$ cat src/rtl/cmt_pkg.sv
// rtl/cmt_pkg.sv - shared types and constants for the CMT job sequencer
package cmt_pkg;

  localparam int WORDS_PER_CL = 8;
  localparam int CNT_W        = 17;

  typedef logic [CNT_W-1:0] cmt_cnt_t;

  typedef enum logic [2:0] {
    ST_IDLE,
    ST_SIZE,
    ST_KERNEL,
    ST_DATA,
    ST_DRAIN,
    ST_PAD,
    ST_DONE
  } cmt_seq_state_t;

endpackage

$ cat src/rtl/cmt_size_calc.sv
// rtl/cmt_size_calc.sv - registered per-job transfer sizes derived from element size N
module cmt_size_calc
  import cmt_pkg::*;
#(
  parameter int NW         = 6,
  parameter int MAX_N      = 32,
  parameter int CL_WORDS   = 8,
  parameter int SIZE_WIDTH = 16,
  parameter int PAD_W      = 4
) (
  input  logic                  clk,
  input  logic                  rst,
  input  logic                  en_i,
  input  logic [NW-1:0]         n_i,
  output logic                  legal_o,
  output cmt_cnt_t              n2_o,
  output cmt_cnt_t              n3_o,
  output cmt_cnt_t              res_tot_o,
  output logic [SIZE_WIDTH-1:0] rd_cl_o,
  output logic [SIZE_WIDTH-1:0] wr_cl_o,
  output logic [PAD_W-1:0]      pad_o
);

  cmt_cnt_t n_ext, n2, n3, tot, rem, pad_full;
  cmt_cnt_t n2_q, n3_q, tot_q;
  logic [SIZE_WIDTH-1:0] rd_q, wr_q;
  logic [PAD_W-1:0]      pad_q;

  // Products are only meaningful for legal N; illegal N zeroes every size.
  always_comb begin
    n_ext    = cmt_cnt_t'(n_i);
    n2       = n_ext * n_ext;
    n3       = n2 * n_ext;
    tot      = (n3 << 1) + n3;
    rem      = tot % cmt_cnt_t'(CL_WORDS);
    pad_full = (cmt_cnt_t'(CL_WORDS) - rem) % cmt_cnt_t'(CL_WORDS);
  end

  assign legal_o = (n_i != '0) && (n_ext <= cmt_cnt_t'(MAX_N));

  always_ff @(posedge clk or negedge rst) begin
    if (!rst) begin
      n2_q  <= '0;
      n3_q  <= '0;
      tot_q <= '0;
      rd_q  <= '0;
      wr_q  <= '0;
      pad_q <= '0;
    end else if (en_i) begin
      if (legal_o) begin
        n2_q  <= n2;
        n3_q  <= n3;
        tot_q <= tot;
        rd_q  <= SIZE_WIDTH'((n2 + n3 + cmt_cnt_t'(CL_WORDS - 1)) / cmt_cnt_t'(CL_WORDS));
        wr_q  <= SIZE_WIDTH'((tot + cmt_cnt_t'(CL_WORDS - 1)) / cmt_cnt_t'(CL_WORDS));
        pad_q <= PAD_W'(pad_full);
      end else begin
        n2_q  <= '0;
        n3_q  <= '0;
        tot_q <= '0;
        rd_q  <= '0;
        wr_q  <= '0;
        pad_q <= '0;
      end
    end
  end

  assign n2_o      = n2_q;
  assign n3_o      = n3_q;
  assign res_tot_o = tot_q;
  assign rd_cl_o   = rd_q;
  assign wr_cl_o   = wr_q;
  assign pad_o     = pad_q;

endmodule

$ cat src/rtl/cmt_job_sequencer.sv
// rtl/cmt_job_sequencer.sv - per-job steering of input words to the pipeline and results to the output buffer
module cmt_job_sequencer #(
  parameter int WIDTH        = 64,
  parameter int MAX_N        = 32,
  parameter int WORDS_PER_CL = 8,
  parameter int SIZE_WIDTH   = 16
) (
  input  logic                       clk,
  input  logic                       rst,
  input  logic                       go,
  input  logic [$clog2(MAX_N+1)-1:0] n_in,
  output logic                       busy,
  output logic                       done,
  output logic                       err,
  output logic [SIZE_WIDTH-1:0]      rd_cl,
  output logic [SIZE_WIDTH-1:0]      wr_cl,
  input  logic [WIDTH-1:0]           in_data,
  input  logic                       in_valid,
  output logic                       in_ready,
  input  logic                       stall,
  output logic [WIDTH-1:0]           kernel_out,
  output logic                       kernel_vld,
  output logic [WIDTH-1:0]           data_out,
  output logic                       data_vld,
  input  logic [WIDTH-1:0]           res_data,
  input  logic                       res_vld,
  output logic [WIDTH-1:0]           out_data,
  output logic                       out_vld
);
  import cmt_pkg::*;

  localparam int NW    = $clog2(MAX_N + 1);
  localparam int PAD_W = $clog2(WORDS_PER_CL + 1);

  cmt_seq_state_t   state_q, state_d;
  logic [NW-1:0]    n_q, n_d;
  cmt_cnt_t         in_cnt_q, in_cnt_d;
  cmt_cnt_t         res_cnt_q, res_cnt_d;
  logic [PAD_W-1:0] pad_q, pad_d;
  logic             err_q, err_d;

  logic             n_legal;
  cmt_cnt_t         n2, n3, res_tot;
  logic [PAD_W-1:0] pad_len;
  logic             res_win;

  cmt_size_calc #(
    .NW        (NW),
    .MAX_N     (MAX_N),
    .CL_WORDS  (WORDS_PER_CL),
    .SIZE_WIDTH(SIZE_WIDTH),
    .PAD_W     (PAD_W)
  ) u_size (
    .clk      (clk),
    .rst      (rst),
    .en_i     (state_q == ST_SIZE),
    .n_i      (n_q),
    .legal_o  (n_legal),
    .n2_o     (n2),
    .n3_o     (n3),
    .res_tot_o(res_tot),
    .rd_cl_o  (rd_cl),
    .wr_cl_o  (wr_cl),
    .pad_o    (pad_len)
  );

  always_ff @(posedge clk or negedge rst) begin
    if (!rst) begin
      state_q   <= ST_IDLE;
      n_q       <= '0;
      in_cnt_q  <= '0;
      res_cnt_q <= '0;
      pad_q     <= '0;
      err_q     <= 1'b0;
    end else begin
      state_q   <= state_d;
      n_q       <= n_d;
      in_cnt_q  <= in_cnt_d;
      res_cnt_q <= res_cnt_d;
      pad_q     <= pad_d;
      err_q     <= err_d;
    end
  end

  always_comb begin
    state_d    = state_q;
    n_d        = n_q;
    in_cnt_d   = in_cnt_q;
    res_cnt_d  = res_cnt_q;
    pad_d      = pad_q;
    err_d      = err_q;
    in_ready   = 1'b0;
    kernel_vld = 1'b0;
    data_vld   = 1'b0;
    out_vld    = 1'b0;
    out_data   = res_data;

    // Results may arrive while inputs are still streaming; surplus ones are dropped.
    res_win = (state_q == ST_KERNEL) || (state_q == ST_DATA) || (state_q == ST_DRAIN);
    if (res_win && res_vld && !stall) begin
      if (res_cnt_q == res_tot) begin
        err_d = 1'b1;
      end else begin
        res_cnt_d = res_cnt_q + 1'b1;
        out_vld   = 1'b1;
      end
    end

    case (state_q)
      ST_IDLE, ST_DONE: begin
        if (go) begin
          state_d   = ST_SIZE;
          n_d       = n_in;
          in_cnt_d  = '0;
          res_cnt_d = '0;
          pad_d     = '0;
          err_d     = 1'b0;
        end
      end
      ST_SIZE: begin
        if (!n_legal) begin
          err_d   = 1'b1;
          state_d = ST_DONE;
        end else begin
          state_d = ST_KERNEL;
        end
      end
      ST_KERNEL, ST_DATA: begin
        in_ready   = in_valid && !stall;
        kernel_vld = in_ready && (state_q == ST_KERNEL);
        data_vld   = in_ready && (state_q == ST_DATA);
        if (in_ready) in_cnt_d = in_cnt_q + 1'b1;
        // One cumulative input count: kernel words first, data words after.
        if (kernel_vld && (in_cnt_d == n2)) state_d = ST_DATA;
        if (data_vld && (in_cnt_d == n2 + n3)) state_d = ST_DRAIN;
      end
      ST_DRAIN: begin
        if (res_cnt_d == res_tot) begin
          if (pad_len != '0) begin
            state_d = ST_PAD;
            pad_d   = pad_len;
          end else begin
            state_d = ST_DONE;
          end
        end
      end
      ST_PAD: begin
        out_data = '0;
        out_vld  = !stall;
        if (!stall) begin
          pad_d = pad_q - 1'b1;
          if (pad_q == PAD_W'(1)) state_d = ST_DONE;
        end
      end
      default: state_d = ST_IDLE;
    endcase
  end

  assign busy       = (state_q != ST_IDLE) && (state_q != ST_DONE);
  assign done       = (state_q == ST_DONE);
  assign err        = err_q;
  assign kernel_out = in_data;
  assign data_out   = in_data;

endmodule

$ cat config.mk
export PLATFORM = sky130hd
export DESIGN_NAME = cmt_job_sequencer
export DESIGN_NICKNAME = d
export VERILOG_FILES = /design/src/rtl/cmt_pkg.sv /design/src/rtl/cmt_size_calc.sv /design/src/rtl/cmt_job_sequencer.sv
export SDC_FILE = /design/constraint.sdc
export NUM_CORES = 1
export LEC_CHECK = 0
export BUFFER_PORTS_ARGS = -buffer_cell sky130_fd_sc_hd__buf_2
export CAP_MARGIN = 20
export CORE_ASPECT_RATIO = 1.5
export CORE_MARGIN = 5
export CORE_UTILIZATION = 40
export DETAILED_ROUTE_END_ITERATION = 6
export MAX_ROUTING_LAYER = met4
export SYNTH_ARGS = -nofsm -noshare
export SYNTH_HDL_FRONTEND = slang
export SYNTH_SLANG_ARGS = --single-unit
export TNS_END_PERCENT = 1
$ cat constraint.sdc
create_clock -name clk -period 18.15 [get_ports clk]
set_input_delay 3.63 -clock clk [delete_from_list [all_inputs] [get_ports clk]]
set_output_delay 3.63 -clock clk [all_outputs]
set_load 0.01 [all_outputs]
; ---- Yosys cells after proc, flatten, opt, wreduce, memory -nomap -nowiden
; Index checks and enable logic that the tools add are counted.
[word_totals]
ff_bits = 135
in_bits = 140
output_inout_bits = 231
elab_cells = 106
[classes]
add_sub_neg = 9
multipliers = 2
n_lt_le_gt_ge = 1
eq_ne = 18
mux = 40
reduce_logical = 24
[op_table]
columns = cell, count
row1 = two-way mux 17 bit, 9
row2 = == test 17 bit, 4
row3 = two-way mux 64 bit, 1
row4 = adder 17 x 1 -> 17 bit (second input constant), 2
row5 = adder 17 bit, 2
row6 = adder 17 x 3 -> 17 bit (second input constant), 2
row7 = case mux 17 bit (2 select lines), 1
row8 = two-way mux 14 bit, 2
row9 = two-way mux 3 bit, 8
row10 = adder 12 x 17 -> 17 bit, 1
row11 = multiplier 12 x 6 -> 17 bit, 1
row12 = two-way mux 4 bit, 4
row13 = case mux 3 bit (5 select lines), 1
row14 = multiplier 6 x 6 -> 12 bit, 1
row15 = two-way mux 12 bit, 1
row16 = case mux 4 bit (3 select lines), 1
row17 = two-way mux 1 bit, 10
row18 = AND reduction 5 bit, 2
row19 = == test 3 bit (second input constant), 3
row20 = logical AND 1 bit, 9
row21 = == test 3 x 2 -> 1 bit (second input constant), 2
row22 = <= comparator 6 bit (second input constant), 1
row23 = inequality test 2 bit (second input constant), 3
row24 = inequality test 3 bit (second input constant), 2
row25 = 16 further kinds, 21

; ---- Longest topological paths before layout
[depth]
word_depth = 9
ltp_mapped = 38
depth_no_buf = 37

; ---- Modules after synthesis
; Synthesis repeated with hierarchy kept, for this count alone.
[hier_totals]
hier_cells = 1564
area_unflattened_um2 = 13230.2
[by_module_without_submodules]
columns = module, n_inst, cells_per_inst, area_each_um2, seq_area_each_um2
row1 = cmt_size_calc, 1, 811, 7252.0, 1801.7
row2 = cmt_job_sequencer, 1, 753, 5978.2, 1201.2

; ---- Worst setup path before layout
; No wires, ideal clock.
[synth_timing]
path_kind = flip-flop to flip-flop
start = reg n_q[5]
end = reg u_size.wr_q[13] (netlist: u_size.wr_cl_o[13])
arrival_time_ps = 8323
required_ps = 18054
setup_slack_ps = 9731
path_stages_with_launch = 35
n_path_buf = 1
synth_period_minus_slack_ps = 8419
cell_sequence = dfrtp_1 clkbuf_1 and2_1 fa_1 inv_1 fa_1 inv_1 fa_1 ha_1 a31oi_1 nor2b_1 o21ai_0 nand2b_1 xor2_1 and2_1 fa_1 inv_1 fa_1 fa_1 inv_1 ha_1 or3_1 a41oi_1 nor2b_1 o21a_1 nor2_1 xnor2_1 ha_1 nand2_1 nor2_1 and3_1 o41ai_1 nor3_1 xor2_1 o31ai_1
[synth_between]
elab_chain_cells = 5
word_cells_on_any_way = 8
cone_classes = add/sub: 2 / mul: 2 / order compare: 1 / mux: 1 / reduce/logical: 2
[synth_rtl]
columns = item, line
row1 = start: declaration, cmt_job_sequencer.sv:36  ; logic [NW-1:0] n_q, n_d;
row2 = start signal: assignment, cmt_job_sequencer.sv:77  ; n_q <= n_d;
row3 = multiplier 6 x 6 -> 12 bit, cmt_size_calc.sv:32  ; n2 = n_ext * n_ext;
row4 = multiplier 12 x 6 -> 17 bit, cmt_size_calc.sv:33  ; n3 = n2 * n_ext;
row5 = adder 17 bit, cmt_size_calc.sv:34  ; tot = (n3 << 1) + n3;
row6 = adder 17 x 3 -> 17 bit, cmt_size_calc.sv:55  ; wr_q <= SIZE_WIDTH'((tot + cmt_cnt_t'(CL_WORDS - 1)) / cmt_cnt_t'(CL_WORDS));
row7 = two-way mux 14 bit (*), cmt_size_calc.sv:50  ; if (legal_o) begin
row8 = end signal: assignment, cmt_size_calc.sv:55
row9 = end: declaration, cmt_size_calc.sv:26  ; logic [SIZE_WIDTH-1:0] rd_q, wr_q;
; Every way passes the cells marked *; elsewhere a longest branch is shown, timed or not.
; A chain may end at the register's enable or synchronous reset.

; ---- Final worst setup path
[layout_timing]
start = reg n_q[1]
end = reg u_size.wr_q[13] (netlist: u_size.wr_cl_o[13])
; The elaborated chain is that of the path after synthesis.

==> impl_metrics.tcl <==
set metrics [dict create \
    dr.pass1.iters 5 \
    max_freq_mhz 104.1 \
    cts_resized 0 \
    seqCellArea_mm2 0.003003 \
    post-place-ws_ns 8.668 \
    synth_area_leader_cell "dfrtp_1" \
    async_flop_share_pct 100.0 \
    ys_seq_elements 120 \
    cts_tree "built" \
    start_util_pct 40.34 \
    holdWs_ns 0.4765 \
    htree_levels 4 \
    path_delay_family "adder cells" \
    crit_arrival_ns 9.93 \
    rsz0062_at_grt "no" \
    groute.usage.overall_pct 22.75 \
    ios 371 \
    fp.dieH_um 226.4 \
    vias 10339 \
    ys_seq_area_share_pct 24.06 \
    grt_antenna_before_repair 1 \
    min-delay-path-class "register to register" \
    required_ns 18.48 \
    ant_nets 0 \
    tightest_slew_ns 0.9717 \
    holdBufCountCts 0 \
    drive_gt1_share_pct 16.56 \
    cpMaxStageDelayCell "dfrtp_1" \
    max_stage_delay_ns 0.82 \
    tns_ns 0 \
    layout_commonest_cell "buf_2" \
    finalHoldViolations 0 \
    startpoint_type "register" \
    netlist_area_mm2 0.01248 \
    drt-total-wl_mm 38.61 \
    layout.nets 1769 \
    crit_top_cell "fa_1" \
    drcViolationCount 0 \
    dpl.hpwl_mm 30.98 \
    yosysTopAreaCellShare_pct 24.06 \
    core_mm2 0.03094 \
    place_area_mm2 0.01274 \
    multi_input_area_mm2 0.007910 \
    gp_congestion 0.9483 \
    synthDistinctLibCells 82 \
    yosysWarnings 0 \
    grt_max_degree 69 \
    die_w_um 154.2 \
    cp_num_buf_inv 4 \
    portBuffers 174 \
    grt_pass1_wl_mm 59.75 \
    vias_per_cell 5.399 \
    cp-end-kind "register" \
    clk_pin_slew_ns 0.06 \
    cts_setup_buffers 0 \
    clkLatencyLatePin_ns 0.44 \
    synth.area.top_cells "dfrtp_1 (24%), ha_1 (8.9%), buf_4 (7.9%)" \
    wire_per_inst_um 20.16 \
    setup_slack_ns 8.547 \
    mostFrequentLayoutCells "buf_2 (173), nand2_1 (139), dfrtp_1 (120)" \
    outcome "finished clean" \
    nFillCells 3136 \
    first_global_vias 10753 \
    cts.sinks 120 \
    grt-ovfl-total 0 \
    min_period_over_period_pct 52.91 \
    drt_iter0_drc 537 \
    slew_headroom_pct 34.98 \
    syn_inst 1479 \
    final_cell_area_mm2 0.01335 \
    min_period_ns 9.603 \
    area_growth_syn_to_layout_pct 6.957 \
    clock_skew_ns 0.01516 \
    clockBufferDepth 2 \
    setup_viol 0 \
    n_antenna_cell 0 \
    numCtsBuffers 17 \
    crit_type "register to register" \
    ctsRootBufferMaster "clkbuf_16" \
    maxSlewViolCount 0 \
    syn_avg_cell_area_um2 8.439 \
    fp.dieArea_mm2 0.03491 \
    synth_enable_flop_cells 0 \
    cp_max_fo 23 \
    drv_cap 0 \
    synth_ff_type "dfrtp_1" \
    rows 79 \
]
## path summary, 6_finish.rpt
path	start	endpoint	slack (ns)	depth (start not counted)
worst max register to register	n_q[1]$_DFFE_PN0P_	u_size.wr_cl_o[13]$_DFFE_PN0P_	8.55	34
worst min register to register	u_size.wr_cl_o[10]$_DFFE_PN0P_	u_size.wr_cl_o[10]$_DFFE_PN0P_	0.48	2
worst min-delay path	u_size.wr_cl_o[10]$_DFFE_PN0P_	u_size.wr_cl_o[10]$_DFFE_PN0P_	0.48	2
max in group asynchronous	rst	u_size.wr_cl_o[5]$_DFFE_PN0P_	13.52	2
min in group asynchronous	rst	n_q[5]$_DFFE_PN0P_	3.31	1
worst max-delay path	n_q[1]$_DFFE_PN0P_	u_size.wr_cl_o[13]$_DFFE_PN0P_	8.55	34
## layout make-up
class / count / share of cell area [%]
repair buffers: 185 / 7.160
flip-flops and latches: 120 / 22.49
clock inverters: 14 / 1.284
multi-input cells: 1076 / 59.25
clock buffers: 18 / 3.290
well taps: 405 / 3.796
inverters: 97 / 2.727
## stage by stage
stage / cells / util (%)
finish: 1915 / 43.15
global route: 1915 / 43.15
CTS: 1915 / 43.15
detailed placement: 1883 / 41.18
global placement: 1883 / 41.18
floorplan: 1483 / -
## tightest hold or removal path, delay by kind of cell, from the launching register on
family             cells  cell delay, ns
AOI/OAI and AO/OA      1            0.06
and+or+nand+nor        1            0.04
DFF                    1            0.34
## cells by family (layout without fill, tap and decap cells)
family	Yosys count	count (layout)	share of synthesized area [%]
DFF	120	120	24.06
buffers and inverters	287	314	12.77
muxes	11	11	0.9322
adders and majority gates	132	132	15.82
xor gates and xnor gates	153	153	11.13
and+or+nand+nor	501	501	20.72
AOI/OAI and AO/OA	274	274	14.55
other	1	5	0.03004
## sequential cells by signal, summed over array words and instances, names as in the netlist
signal and cells:
err 1, in_cnt_q 17, n_q 6, pad_q 4, res_cnt_q 17, state_q 3
u_size.n2_o 10, u_size.n3_o 17, u_size.pad_o 1, u_size.rd_cl_o 14, u_size.res_tot_o 16, u_size.wr_cl_o 14
## layer usage
layer  vias up  routed length (um)  track usage (%)  part of all wire (%)
met2       349               19640            39.72                    51
li1       4917                   -                -                     -
met5         -                   0                -                     0
met4         0                2147            12.34                   5.6
met1      4959               14670            24.61                    38
met3       114                2153            3.781                   5.6
## Yosys cell counts (all sizes together) (8+ instances only)
cell type / number
a21o: 14
a21oi: 45
a22o: 20
a31oi: 21
and2: 118
and3: 10
buf: 138
clkbuf: 52
dfrtp: 120
fa: 43
ha: 89
inv: 97
nand2: 140
nand2b: 12
nand3: 31
nand4: 13
nor2: 87
nor2b: 17
nor3: 24
o21a: 8
o21ai: 84
o22ai: 8
o31ai: 16
or2: 8
xnor2: 85
xor2: 65
Power is not shown: default switching activity piles up to over one toggle a cycle in this logic, so the estimate is an artifact.
